===== src/rtl/clkdiv_pkg.sv =====
// Shared mode encodings and width helper for the programmable clock divider.
package clkdiv_pkg;

    localparam logic MODE_TOGGLE = 1'b0;
    localparam logic MODE_PULSE  = 1'b1;

    // Index width for n items, never narrower than one bit
    function automatic int unsigned ch_w(input int unsigned n);
        return (n <= 2) ? 1 : $clog2(n);
    endfunction

endpackage


===== src/rtl/clkdiv_channel.sv =====
// One divider channel: divisor/mode config, terminal counter, tick strobe and divided clock.
module clkdiv_channel
    import clkdiv_pkg::*;
#(
    parameter int unsigned CNT_W       = 27,
    parameter int unsigned DEFAULT_DIV = 50_000_000
) (
    input  logic             clk,
    input  logic             rst,
    input  logic             adv,
    input  logic             run,
    input  logic             sync,
    input  logic             wr,
    input  logic [CNT_W-1:0] wr_div,
    input  logic             wr_mode,
    output logic             tick,
    output logic             clk_out
);

    logic [CNT_W-1:0] div_q, div_d;
    logic [CNT_W-1:0] cnt_q, cnt_d;
    logic             mode_q, mode_d;
    logic             tick_q, tick_d;
    logic             clk_out_q, clk_out_d;
    logic             term_c;

    always_comb begin
        div_d     = div_q;
        mode_d    = mode_q;
        cnt_d     = cnt_q;
        tick_d    = 1'b0;
        clk_out_d = clk_out_q;
        term_c    = (cnt_q == div_q - CNT_W'(1));

        if (wr) begin
            div_d  = wr_div;
            mode_d = wr_mode;
            cnt_d  = '0;
        end

        // A write on this edge suppresses counting, so it also beats a terminal count
        if (sync) begin
            cnt_d     = '0;
            clk_out_d = 1'b0;
        end else if (!wr && run && adv && (div_q != '0)) begin
            if (term_c) begin
                cnt_d     = '0;
                tick_d    = 1'b1;
                clk_out_d = ~clk_out_q;
            end else begin
                cnt_d = cnt_q + CNT_W'(1);
            end
        end

        // Pulse mode mirrors the strobe exactly, including while paused
        if (mode_d == MODE_PULSE) begin
            clk_out_d = tick_d;
        end
    end

    always_ff @(posedge clk) begin
        if (rst) begin
            div_q     <= CNT_W'(DEFAULT_DIV);
            mode_q    <= MODE_TOGGLE;
            cnt_q     <= '0;
            tick_q    <= 1'b0;
            clk_out_q <= 1'b0;
        end else begin
            div_q     <= div_d;
            mode_q    <= mode_d;
            cnt_q     <= cnt_d;
            tick_q    <= tick_d;
            clk_out_q <= clk_out_d;
        end
    end

    assign tick    = tick_q;
    assign clk_out = clk_out_q;

endmodule


===== src/rtl/prog_clock_divider.sv =====
// Multi-channel programmable clock-enable generator: write decode, cfg_err, sync fan-out.
// Optional shared prescaler enabled by defining CLKDIV_PRESCALE_EN.
module prog_clock_divider
    import clkdiv_pkg::*;
#(
    parameter int unsigned NUM_CH      = 4,
    parameter int unsigned CNT_W       = 27,
    parameter int unsigned DEFAULT_DIV = 50_000_000,
    parameter int unsigned PRESCALE    = 100
) (
    input  logic                      clk,
    input  logic                      resetSW,
    input  logic [NUM_CH-1:0]         run,
    input  logic                      sync,
    input  logic                      wr_en,
    input  logic [ch_w(NUM_CH)-1:0]   wr_ch,
    input  logic [CNT_W-1:0]          wr_div,
    input  logic                      wr_mode,
    output logic [NUM_CH-1:0]         tick,
    output logic [NUM_CH-1:0]         clk_out,
    output logic                      cfg_err
);

    if (NUM_CH < 1 || NUM_CH > 16 || PRESCALE < 1) begin : g_param_chk
        $error("prog_clock_divider: NUM_CH must be 1..16 and PRESCALE at least 1");
    end

    logic              wr_valid_c;
    logic [NUM_CH-1:0] wr_sel_c;
    logic              adv_c;
    logic              cfg_err_q, cfg_err_d;

    always_comb begin
        wr_valid_c = (32'(wr_ch) < NUM_CH);
        cfg_err_d  = wr_en && !wr_valid_c;
        wr_sel_c   = '0;
        for (int unsigned i = 0; i < NUM_CH; i++) begin
            wr_sel_c[i] = wr_en && wr_valid_c && (32'(wr_ch) == i);
        end
    end

    always_ff @(posedge clk) begin
        if (resetSW) begin
            cfg_err_q <= 1'b0;
        end else begin
            cfg_err_q <= cfg_err_d;
        end
    end

    assign cfg_err = cfg_err_q;

`ifdef CLKDIV_PRESCALE_EN
    localparam int unsigned PRE_W = ch_w(PRESCALE);

    logic [PRE_W-1:0] pre_q, pre_d;

    // Free-running prescaler; its last count is the shared advance strobe
    always_comb begin
        adv_c = (pre_q == PRE_W'(PRESCALE - 1));
        pre_d = (sync || adv_c) ? '0 : pre_q + PRE_W'(1);
    end

    always_ff @(posedge clk) begin
        if (resetSW) begin
            pre_q <= '0;
        end else begin
            pre_q <= pre_d;
        end
    end
`else
    assign adv_c = 1'b1;
`endif

    for (genvar g = 0; g < NUM_CH; g++) begin : g_ch
        clkdiv_channel #(
            .CNT_W       (CNT_W),
            .DEFAULT_DIV (DEFAULT_DIV)
        ) u_ch (
            .clk     (clk),
            .rst     (resetSW),
            .adv     (adv_c),
            .run     (run[g]),
            .sync    (sync),
            .wr      (wr_sel_c[g]),
            .wr_div  (wr_div),
            .wr_mode (wr_mode),
            .tick    (tick[g]),
            .clk_out (clk_out[g])
        );
    end

endmodule


===== config.mk =====
export PLATFORM = sky130hd
export DESIGN_NAME = prog_clock_divider
export DESIGN_NICKNAME = d
export VERILOG_FILES = /design/src/rtl/clkdiv_pkg.sv /design/src/rtl/clkdiv_channel.sv /design/src/rtl/prog_clock_divider.sv
export SDC_FILE = /design/constraint.sdc
export NUM_CORES = 1
export LEC_CHECK = 0
export ABC_AREA = 0
export CORE_MARGIN = 2
export CORE_UTILIZATION = 60
export DETAILED_ROUTE_END_ITERATION = 8
export PLACE_DENSITY = 0.78
export SLEW_MARGIN = 25
export SYNTH_ARGS = -nofsm -noshare
export SYNTH_HDL_FRONTEND = slang
export SYNTH_HIERARCHICAL = 1
export SYNTH_SLANG_ARGS = --single-unit

===== constraint.sdc =====
create_clock -name clk -period 3.5 [get_ports clk]
set_input_delay 0.7 -clock clk [delete_from_list [all_inputs] [get_ports clk]]
set_output_delay 0.7 -clock clk [all_outputs]
set_load 0.01 [all_outputs]

Yosys cells after proc, flatten, opt, wreduce, memory -nomap -nowiden
Cells that the tools add are included.
Widths: inputs -> output; s select.
{ "op_classes": {"n_addsub": 8, "n_eq_ne": 7, "mux": 44, "n_bitwise": 4, "n_reduce_logical": 38} }
{ "ops": {"columns": ["cell", "count"], "rows": [
  ["$mux 27", 12],
  ["$add 27x1->27 const B", 4],
  ["$eq 27x27->1", 4],
  ["$reduce_bool 27->1", 4],
  ["$sub 27x1->27 const B", 4],
  ["$mux 1", 32],
  ["$reduce_bool 3->1", 8],
  ["$logic_and 1x1->1", 12],
  ["$reduce_and 2->1", 4],
  ["$reduce_bool 2->1", 4],
  ["$eq 2x2->1 const B", 2],
  ["$logic_not 1->1", 4],
  ["$not 1->1", 4],
  ["$eq 2x1->1 const B", 1],
  ["$logic_not 2->1", 1],
  ["$reduce_or 2->1", 1]
]} }
{ "word_totals": {"regBits": 228, "inputBits": 38, "wordCells": 121} }

Logic depth before layout (Yosys ltp)
{ "depth": {"word_depth": 8, "mapped_depth": 13} }

Hierarchy
Netlist, hierarchy kept.
{ "by_module_without_submodules": {"columns": ["mod", "n_inst", "cells_per_inst", "area_each_um2", "seq_area_each_um2"], "rows": [
  ["clkdiv_channel (g_ch[0].u_ch ...)", 3, 418, 3544.6, 1141.1],
  ["clkdiv_channel (g_ch[3].u_ch)", 1, 393, 3285.7, 1141.1],
  ["prog_clock_divider", 1, 7, 52.6, 0.0]
]} }

Worst setup path before layout
OpenSTA, ideal clock, no wires.
{ "synth_timing": {"kind": "register to register", "startpoint": "reg g_ch[3].u_ch.div_q[0]", "endpoint": "reg g_ch[3].u_ch.cnt_q[5]", "arrival_time_ps": 3016, "t_required_ps": 3385, "setup_slack_ps": 369, "stages_incl_launch_ff": 13, "synth_period_minus_slack_ps": 3131, "cell_sequence": "dfxtp_1 -> clkbuf_1 -> inv_1 -> ha_1 -> nor3b_1 -> nand4_1 -> or4_1 -> a211o_1 -> a211oi_2 -> nand4_2 -> o21ai_2 -> buf_4 -> nor2_1"} }
{ "synth_via": {"elab_chain_cells": 4} }
{ "synth_rtl": {"columns": ["element", "line_no", "rtl"], "rows": [
  ["start, declared", "clkdiv_channel.sv:20", "logic [CNT_W-1:0] div_q, div_d;"],
  ["start signal, assigned", "clkdiv_channel.sv:63", "div_q <= CNT_W'(DEFAULT_DIV);"],
  ["start signal, assigned", "clkdiv_channel.sv:69", "div_q <= div_d;"],
  ["$sub 27x1->27", "clkdiv_channel.sv:33", "term_c = (cnt_q == div_q - CNT_W'(1));"],
  ["$eq 27x27->1", "clkdiv_channel.sv:33", null],
  ["$mux 27", "clkdiv_channel.sv:46", "if (term_c) begin"],
  ["$mux 27", "clkdiv_channel.sv:45", "end else if (!wr && run && adv && (div_q != '0)) begin"],
  ["end signal, assigned", "clkdiv_channel.sv:71", "cnt_q <= cnt_d;"],
  ["end, declared", "clkdiv_channel.sv:21", "logic [CNT_W-1:0] cnt_q, cnt_d;"]
]} }
Parallel ways exist; a longest one is shown, timed or not.
A chain may end at the register's enable or synchronous reset.

Worst setup path in the final report
{ "layout_timing": {"startpoint": "reg g_ch[3].u_ch.div_q[19]", "endpoint": "reg g_ch[3].u_ch.cnt_q[24]"} }
Same word-level chain as after synthesis.

==> summary.md <==
| Metric | Value |
|---|---|
| Outcome | `complete, no violations` |
| Hold depth | `2` |
| TritonCTS clock tree | `yes` |
| Clock sink count | `228` |
| Worst-Skew Late Latency | `0.54 ns` |
| Chip width | `157 um` |
| Overall routing resource usage | `29.7%` |
| Vias per cell | `6.05` |
| DP Worst Slack | `0.234 ns` |
| Min-Delay Startpoint | `g_ch[3].u_ch/mode_q` |
| DR DRC count | `0` |
| Drt total wl | `36600 um` |
| Routability Congestion | `0.922` |
| Rows | `55` |
| Critical path startpoint | `g_ch[3].u_ch/div_q[19]` |
| Total Power | `6.10 mW` |
| CTS clk-pin slew, worst paths | `0.06 ns` |
| Maxcap violations | `0` |
| Grt total ovfl | `0` |
| Post-synth EDFFs | `0` |
| Worst-path fanout max | `25` |
| Synthesis-stage register bit count | `228` |
| Final min period | `3.33 ns` |
| Area of the die | `24500 um^2` |
| RSZ-0062 raised after global routing | `false` |
| Skew final | `0.00913 ns` |
| R2R cell count | `9` |
| Post-synthesis async set-or-reset flop share | `0%` |
| Top-area cell type share of the netlist area | `32.7%` |
| Layout fillers | `1847` |
| Synthesized instance count | `1654` |
| CTS root buf | `clkbuf_16` |
| Reg2reg start | `g_ch[3].u_ch/div_q[19]` |
| Area growth from synthesis to layout | `12.1%` |
| Nets | `1740` |
| Worst-margin pin slew | `0.807 ns` |
| Post-route antenna net violation count | `0` |
| Vias | `12300` |
| Port bufs | `45` |
| Initial antenna violation count | `0` |
| Avg Cell Area, Syn | `8.45 um^2` |
| Final critical-path share of the clock period | `95.3%` |
| Setup TNS | `0 ns` |
| Register area share after synthesis | `32.7%` |
| Num CTS Buffers | `25` |
| First-pass GRT wire length | `58800 um` |
| Synth warnings | `6` |
| Total power per unit cell area | `390 nW/um^2` |
| Final core utilization | `68.8%` |
| Worst-case hold slack | `0.512 ns` |
| Leakage power | `5.04 nW` |
| WS Path Type | `reg2reg` |
| Initial Utilization | `61.3%` |
| Commonest cells post-synth | `228 x dfxtp_1, 187 x nor2_1, 145 x nand2_1` |
| Setup crit end kind | `register` |
| Die height | `157 um` |
| Fmax achieved | `0.300 GHz` |
| Final Max Slew Viols | `0` |
| ANT cells | `0` |
| Vias in the first global route | `11400` |
| Num ports | `47` |
| Setup ws final | `0.165 ns` |
| Crit path arrival time | `3.75 ns` |
| Largest cells by area after synthesis | `dfxtp_1 33%, xnor2_1 8.8%, mux2i_1 7.7%` |
| Max VDD drop | `0.427 mV` |
| Worst Hold Class | `reg2reg` |
| Worst EP required | `3.91 ns` |
| WL per Instance | `18.1 um` |
| Maximum number of pins on one net before global-route repair | `41` |
| Slew headroom | `46.2%` |
| Final Hold Viols | `0` |
| Initial DRC Count | `995` |
| Post-Syn Area | `14000 um^2` |
| H-tree depth | `1` |
| Clock Path Buffers | `3` |
| Ratio of cells with drive above 1 in the final layout | `9.87%` |
| Post-synth top flop | `dfxtp_1` |
| CP startpoint kind | `register` |
| Cell taking the most area after synthesis | `dfxtp_1` |
| Core outline area | `22800 um^2` |
| Final setup viols | `0` |
| Most frequent cell after synthesis | `dfxtp_1` |
| Unique masters post-synth | `77` |
| Post-DP HPWL | `26600 um` |
| Drt first pass iters | `5` |
[flip-flops by register name (all words and copies together) (netlist names)]
register / count
g_ch.u_ch/clk_out: 4
g_ch.u_ch/cnt_q: 108
g_ch.u_ch/div_q: 108
g_ch.u_ch/mode_q: 4
g_ch.u_ch/tick: 4
[worst max-delay path, stage by stage, from the launching register on]
cell and delay, ns:
dfxtp_1 0.34, or4_1 0.56, or3_1 0.48, o31a_1 0.32, or4_1 0.48, a211oi_2 0.25, nand4_2 0.22, o21ai_2 0.16
buf_4 0.29, nor2_1 0.10
[power breakdown]
group / switching [mW] / total (mW) / internal (mW)
clock network: 1.13 / 2.80 / 1.66
registers: 0.0829 / 2.73 / 2.64
logic: 0.341 / 0.583 / 0.241
total: 1.56 / 6.10 / 4.55
[placed cells by master, fill, tap and decap left out, types with 10 or more instances in the layout]
master and n:
nor3b_1 15, buf_4 39, nor2_1 187, nand3_1 69, a2111oi_0 10, o21ai_0 26
nor3_1 95, nor2b_1 19, nand4b_1 12, clkdlybuf4s50_1 44, o31a_1 11, o211ai_1 11
nor3_2 30, a31oi_1 11, and3_1 29, a21oi_1 29, dfxtp_1 228, xnor2_1 140
nand4_1 26, nand2_1 145, xor2_1 78, mux2i_1 108, inv_1 46, or4_1 18
nor4_4 12, nor4_1 47, or3_1 25, clkbuf_16 25
[path summary, 6_finish.rpt]
kind / endpoint / slack [ns]
max: g_ch[3].u_ch/cnt_q[24] / 0.17
max reg2reg: g_ch[3].u_ch/cnt_q[24] / 0.17
min reg2reg: g_ch[3].u_ch/mode_q / 0.51
min: g_ch[3].u_ch/mode_q / 0.51
[repair_timing]
action,CTS,global route
buffers inserted,0,0
resized for setup,0,1
setup endpoints to repair,0,25
hold buffers,0,0
[final cells by class]
type,instances,area [um^2],share of cell area [%]
Clock inverter,14,165,1.05
Clock buffer,32,712,4.54
Tap cell,313,392,2.50
Multi-Input combinational cell,1306,8860,56.6
Inverter,46,173,1.10
Timing Repair Buffer,87,798,5.10
Sequential cell,228,4560,29.1
[cells by family (layout without fill, tap and decap cells)]
logic type | after synthesis | in the layout | synth area share, %
AND/OR/NAND/NOR | 785 | 785 | 31.2
adder cells (fa/ha/maj) | 8 | 8 | 0.716
AO/OA/AOI/OAI | 181 | 181 | 9.74
flip-flops | 228 | 228 | 32.7
buffers and inverters | 123 | 179 | 4.12
other | 2 | 5 | 0.0537
XOR/XNOR | 218 | 218 | 13.7
multiplexers | 109 | 109 | 7.82
[per-layer routing]
layer  share of wire (%)  GRT usage [%]  up-vias
li1                    -              -     5998
met1                  46           41.4     5833
met2                  45           47.2      345
met3                 5.5           3.77       84
met4                 3.9           11.1        0
met5                   0              0        -
[through the flow]
step           area (um^2)  instances
6_report             15700       2026
5_1_grt              15700       2026
4_1_cts              15700       2026
3_5_place_dp         14800       1980
3_3_place_gp         14800       1980
2_1_floorplan        14000       1657
Power figures use the tool's default switching activity.
